### config.mk
export PLATFORM = sky130hd
export DESIGN_NAME = dump_gate_ctrl
export DESIGN_NICKNAME = d
export VERILOG_FILES = /design/src/rtl/dump_gate_ctrl.sv
export SDC_FILE = /design/constraint.sdc
export NUM_CORES = 1
export LEC_CHECK = 0
export CORE_ASPECT_RATIO = 0.7
export CORE_MARGIN = 1.5
export CORE_UTILIZATION = 25
export DETAILED_ROUTE_END_ITERATION = 8
export SLEW_MARGIN = 10
export SYNTH_ARGS = -nofsm -noshare
export SYNTH_HDL_FRONTEND = slang
export SYNTH_SLANG_ARGS = --single-unit
### constraint.sdc
create_clock -name clk_sys -period 3.2 [get_ports clk_sys]
set_clock_uncertainty 0.2 [all_clocks]
set_input_delay 0.32 -clock clk_sys [delete_from_list [all_inputs] [get_ports clk_sys]]
set_output_delay 0.32 -clock clk_sys [all_outputs]
set_load 0.1 [all_outputs]
### src/rtl/dump_gate_ctrl.sv
// Dump-switch gate driver: turns the dump_on request into a gate drive with
// dead-time interlock against tx_on, a max on-time watchdog and a sticky fault.
module dump_gate_ctrl #(
  parameter int DEAD_CYC   = 8,
  parameter int MAX_ON_CYC = 2000
) (
  input  logic        clk_sys,
  input  logic        rst_n,
  input  logic        dump_on,
  input  logic        tx_on,
  input  logic        fault_clr,
  output logic        dump_gate,
  output logic        tx_inhibit,
  output logic        fault,
  output logic [15:0] on_len
);

  typedef enum logic [2:0] {
    S_IDLE  = 3'd0,
    S_ARM   = 3'd1,
    S_ON    = 3'd2,
    S_HOLD  = 3'd3,
    S_FAULT = 3'd4
  } state_t;

  localparam logic [15:0] DEAD_LOAD = 16'(DEAD_CYC - 1);
  localparam logic [15:0] MAX_ON    = 16'(MAX_ON_CYC);

  state_t      state_q, state_d;
  logic [15:0] dead_cnt_q, dead_cnt_d;
  logic [15:0] on_cnt_q, on_cnt_d;
  logic [15:0] on_len_q, on_len_d;
  logic        gate_q, gate_d;
  logic        inhibit_q, inhibit_d;
  logic        fault_q, fault_d;

  // Next-state, counter and registered-output logic
  always_comb begin
    state_d    = state_q;
    dead_cnt_d = dead_cnt_q;
    on_cnt_d   = on_cnt_q;
    on_len_d   = on_len_q;
    case (state_q)
      S_IDLE: begin
        if (dump_on && !tx_on) begin
          state_d    = S_ARM;
          dead_cnt_d = DEAD_LOAD;
        end else begin
          state_d = S_IDLE;
        end
      end
      S_ARM: begin
        if (!dump_on || tx_on) begin
          state_d = S_IDLE;
        end else if (dead_cnt_q == 16'd0) begin
          state_d  = S_ON;
          on_cnt_d = 16'd1;
        end else begin
          dead_cnt_d = dead_cnt_q - 16'd1;
        end
      end
      S_ON: begin
        // Interlock beats watchdog beats normal turn-off
        if (tx_on) begin
          state_d  = S_FAULT;
          on_len_d = on_cnt_q;
        end else if ((on_cnt_q == MAX_ON) && dump_on) begin
          state_d  = S_FAULT;
          on_len_d = on_cnt_q;
        end else if (!dump_on) begin
          state_d    = S_HOLD;
          dead_cnt_d = DEAD_LOAD;
          on_len_d   = on_cnt_q;
        end else if (on_cnt_q < MAX_ON) begin
          on_cnt_d = on_cnt_q + 16'd1;
        end else begin
          on_cnt_d = on_cnt_q;
        end
      end
      S_HOLD: begin
        if (dead_cnt_q == 16'd0) begin
          state_d = S_IDLE;
        end else begin
          dead_cnt_d = dead_cnt_q - 16'd1;
        end
      end
      S_FAULT: begin
        if (fault_clr && !dump_on) begin
          state_d = S_IDLE;
        end else begin
          state_d = S_FAULT;
        end
      end
      default: state_d = S_IDLE;
    endcase
    gate_d    = (state_d == S_ON);
    inhibit_d = (state_d == S_ARM) || (state_d == S_ON) || (state_d == S_HOLD);
    fault_d   = (state_d == S_FAULT);
  end

  // State, counter and output registers
  always_ff @(posedge clk_sys or negedge rst_n) begin
    if (!rst_n) begin
      state_q    <= S_IDLE;
      dead_cnt_q <= 16'd0;
      on_cnt_q   <= 16'd0;
      on_len_q   <= 16'd0;
      gate_q     <= 1'b0;
      inhibit_q  <= 1'b0;
      fault_q    <= 1'b0;
    end else begin
      state_q    <= state_d;
      dead_cnt_q <= dead_cnt_d;
      on_cnt_q   <= on_cnt_d;
      on_len_q   <= on_len_d;
      gate_q     <= gate_d;
      inhibit_q  <= inhibit_d;
      fault_q    <= fault_d;
    end
  end

  assign dump_gate  = gate_q;
  assign tx_inhibit = inhibit_q;
  assign fault      = fault_q;
  assign on_len     = on_len_q;

endmodule

Word level (Yosys, flattened, before mapping) --
Index checks and enable logic that the tools add are counted.
Operators by class: mux-type cells 26, equality and inequality tests 18, add/subtract/negate cells 2, magnitude comparators 1, reduce and logical (&&, ||, !) cells 15
Operator list (number):
- 16-bit 2-to-1 mux | 15
- 16-bit case mux with 4 select lines | 1
- 16-bit case mux with 2 select lines | 1
- 3-bit 2-to-1 mux | 7
- 16-bit by 1-bit adder with 16-bit output, second input constant | 1
- 16-bit by 11-bit == test with 1-bit output, second input constant | 1
- 16-bit zero test | 1
- 16-bit by 11-bit less-than comparator with 1-bit output, second input constant | 1
- 2-bit inequality test, second input constant | 8
- 16-bit by 1-bit subtractor with 16-bit output, second input constant | 1
- 3-bit case mux with 5 select lines | 1
- 3-bit by 2-bit == test with 1-bit output, second input constant | 4
- 7-bit AND reduction | 1
- 3-bit by 1-bit == test with 1-bit output, second input constant | 2
- 3-bit == test, second input constant | 2
- 6-bit AND reduction | 1
- 4-bit nonzero test | 1
- 1-bit logical AND | 3
- 3-bit zero test | 1
- 1-bit logical OR | 3
- 3-bit by 1-bit inequality test with 1-bit output, second input constant | 1
- 1-bit zero test | 2
- 2-bit AND reduction | 1
- 2-bit nonzero test | 1
- 1-bit 2-to-1 mux | 1
Storage, ports and cells: register bits after elaboration 54, word-level logic and storage cells 69, input port bits 5, output and inout port bits 19

Logic depth before layout (Yosys ltp) --
word-level depth 8, gate-level depth with buffers 9, gate-level depth less buffers 8

Least setup slack after synthesis --
OpenSTA, ideal clock, no wires.
path type register -> register, start point register dead_cnt_q[0], end point register on_cnt_q[13], buffers on the path 0, cell stages (with the launch flop) 7, setup slack 0.595 ns, data arrival time 2.285 ns, library setup time 0.120 ns, data required time 2.880 ns, cell sequence dfrtp_1 -> inv_1 -> ha_1 -> nor4b_1 -> nand4_1 -> nor4_1 -> and2b_2
On the way: word-level cells in the longest chain between the ends 3
RTL lines:
- start, declared | RTL line 30 | logic [15:0] dead_cnt_q, dead_cnt_d;
- start signal, assigned | RTL line 113 | dead_cnt_q <= dead_cnt_d;
- 16-bit zero test | RTL line 55 | end else if (dead_cnt_q == 16'd0) begin
- 2-bit inequality test (no source line)
- 7-bit AND reduction (no source line)
- end signal, assigned | RTL line 114 | on_cnt_q <= on_cnt_d;
- end, declared | RTL line 31 | logic [15:0] on_cnt_q, on_cnt_d;
No other way between the ends. A chain may end at the register's enable or synchronous reset.

Final worst setup path --
start point register dead_cnt_q[0], end point register on_cnt_q[10]
Same word-level chain as after synthesis.

==> impl_metrics.tcl <==
set metrics [dict create \
    status "finished clean" \
    antenna_cells 0 \
    wirelength_um 5060 \
    overflow 0 \
    grtUsageTotal_pct 10.1 \
    die_area_um2 10900 \
    critPathMaxFanout 7 \
    hold_violations 0 \
    clkTransAtPathRegs_ps 80 \
    vias_per_cell 4.41 \
    cts_inserted_buffers 5 \
    start_util_pct 26.1 \
    postRouteAntennaNets 0 \
    final_nets 283 \
    synth-seq-area-share_pct 52.6 \
    synth.net_count 251 \
    port_buffers 23 \
    die_x_um 124 \
    final_area_um2 3090 \
    hpwl_um 3610 \
    ys_seq_elements 54 \
    cts_sinks 54 \
    drive_above_1_share_pct 21.0 \
    pin_count 24 \
    ys.flop_type "dfrtp_1" \
    core_um2 9830 \
    rows 30 \
    die_h_um 87.8 \
    clock_latency_ps 300 \
    vdd_drop_max_v 0.000233 \
    critPathCaptureType "register" \
    p_leak_nw 1.46 \
    maxCapViolCount 0 \
    gp_congestion 0.792 \
    crit_type "reg -> reg" \
    grt_pass1_vias 1696 \
    setup_violations 0 \
    htreeDepth 2 \
    vias 1783 \
    finalCritPeriodShare_pct 86.2 \
    syn_inst 243 \
    antenna_found_initial 0 \
    min_period_ps 2760 \
    synthArstFlopShare_pct 100 \
    fin_setup_tns_ps 0 \
    crit_end "on_cnt_q[10]$_DFFE_PN0P_" \
    nFillCells 1022 \
    dpl_cell_area_um2 2920 \
    reg2reg_from "dead_cnt_q[0]$_DFFE_PN0P_" \
    synth-edff-count 0 \
    r2r_cells 8 \
    worst_r2r_endpoint "on_cnt_q[10]$_DFFE_PN0P_" \
    firstDrtPassIters 4 \
    grt_max_degree 55 \
    syn_area_per_cell_um2 10.6 \
    rrSetupSlack_ps 440 \
    post_drt_wl_per_cell_um 12.5 \
    power_density_nw_per_um2 460 \
    rsz0062_at_grt "false" \
    fmax_mhz 363 \
    slew_violations 0 \
    crit_arrival_ps 2790 \
    worstSetupStartpointType "register" \
    synth_warnings 0 \
    clk_path_buf_depth 2 \
    drc 0 \
    syn_to_final_growth_pct 20.1 \
    cts_tree "built" \
    timing.max_slew.rel_slack_pct 56.0 \
    startpoint "dead_cnt_q[0]$_DFFE_PN0P_" \
    required_ps 3240 \
    hold_class "reg -> reg" \
    grt_pass1_wl_um 8560 \
    synth_area_um2 2570 \
    worst_pin_slew_ps 660 \
    root_buffer "clkbuf_16" \
    synth_cell_type_count 47 \
    drt-initial-drc-count 143 \
]
[sequential cells by signal, indices dropped and copies added (netlist names)]
| name | flops |
|---|---|
| tx_inhibit | 1 |
| fault | 1 |
| on_cnt_q | 16 |
| dump_gate | 1 |
| state_q | 3 |
| on_len | 16 |
| dead_cnt_q | 16 |
[Yosys cell counts, drive strengths merged, types with 4 or more instances]
library cell / n / area share, %
inv: 8 / 1.2
a21oi: 5 / 1.1
nand3: 12 / 2.8
xor2: 16 / 5.5
nor3: 10 / 1.9
nor4: 5 / 1.8
nand2: 21 / 3.1
mux2: 13 / 5.7
nand4: 4 / 0.97
o21ai: 11 / 2.1
nor2b: 5 / 1.2
nand4b: 4 / 1.4
dfrtp: 54 / 53
nor2: 33 / 4.8
[metal layers]
metal  GRT usage (%)  share of wire, %  vias up
li1                -                 -      902
met1            15.4                55      855
met2            13.8                41       22
met3            2.41               3.3        4
met4            3.10              0.87        0
met5               0                 0        -
[layout by cell type, fill, tap and decap left out, drive strengths merged, types with 2 or more instances in the layout]
cell and n:
nand2 21, nand3 12, clkdlybuf4s50 3, nor2b 5
mux2 13, buf 26, and2b 3, o31ai 3
o21ai 11, nand4 4, clkbuf 5, a21o 2
and3 3, xnor2 2, or4 2, xor2 16
nor4b 3, nand4b 4, a21oi 5, o21bai 3
nor3 10, nand2b 3, ha 3, dfrtp 54
inv 10, nor2 33, nor4 5
[power breakdown]
| part | leakage, nW | internal [mW] | switching (mW) |
|---|---|---|---|
| sequential | 0.723 | 0.700 | 0.0144 |
| combinational | 0.660 | 0.0338 | 0.110 |
| clock | 0.0763 | 0.300 | 0.262 |
| total | 1.46 | 1.03 | 0.387 |
[kinds of logic after synthesis]
| logic type | synth area share (%) |
|---|---|
| AND/OR/NAND/NOR | 24.2 |
| flip-flops | 52.6 |
| AO/OA/AOI/OAI | 7.11 |
| XOR/XNOR | 6.13 |
| multiplexers | 6.09 |
| buffers and inverters | 2.39 |
| adder cells (fa/ha/maj) | 1.46 |
[worst min path at each step]
stage,depth (start not counted),start,slack [ps],end
detailed placement,2,on_len[10]$_DFFE_PN0P_,280,on_len[10]$_DFFE_PN0P_
floorplan,0,rst_n,-180,dead_cnt_q[0]$_DFFE_PN0P_
CTS,2,on_len[10]$_DFFE_PN0P_,300,on_len[10]$_DFFE_PN0P_
finish,2,on_len[10]$_DFFE_PN0P_,290,on_len[10]$_DFFE_PN0P_
global placement,2,on_len[10]$_DFFE_PN0P_,270,on_len[10]$_DFFE_PN0P_
global route,2,on_len[0]$_DFFE_PN0P_,330,on_len[0]$_DFFE_PN0P_
[area by class of cell]
| cell class | count | area, µm² | area share (%) |
|---|---|---|---|
| clock buffer | 5 | 125 | 4.06 |
| clock inverter | 3 | 28.8 | 0.933 |
| inverter | 8 | 30.0 | 0.973 |
| multi-input combinational | 176 | 1160 | 37.5 |
| sequential | 54 | 1350 | 43.8 |
| tap | 128 | 160 | 5.19 |
| timing repair buffer | 30 | 233 | 7.54 |
[critical path: stages (launching register included)]
cell and delay [ps]:
dfrtp_1 410, inv_1 60, ha_1 220, nor4b_1 470, and4_2 360, a21o_2 200
nand3_4 120, or4_4 530, a21oi_2 130
[timing repair]
item,4_1_cts,5_1_grt
gates resized for setup,0,0
hold buffers,1,0
buffers inserted,0,0
endpoints found under the hold margin,54,0
[stage by stage]
stage               power [mW]  setup slack, ps  hold slack, ps  instances  util, %
finish                    1.42              442             287        404     31.4
global route              1.48              214             331        404     31.4
CTS                       1.44              420             296        404     31.4
detailed placement       0.874              469             280        395     29.7
global placement         0.872              500             273        395     29.7
floorplan                0.826              595            -176        243        -
No activity file was read; power rests on OpenSTA's default activity.
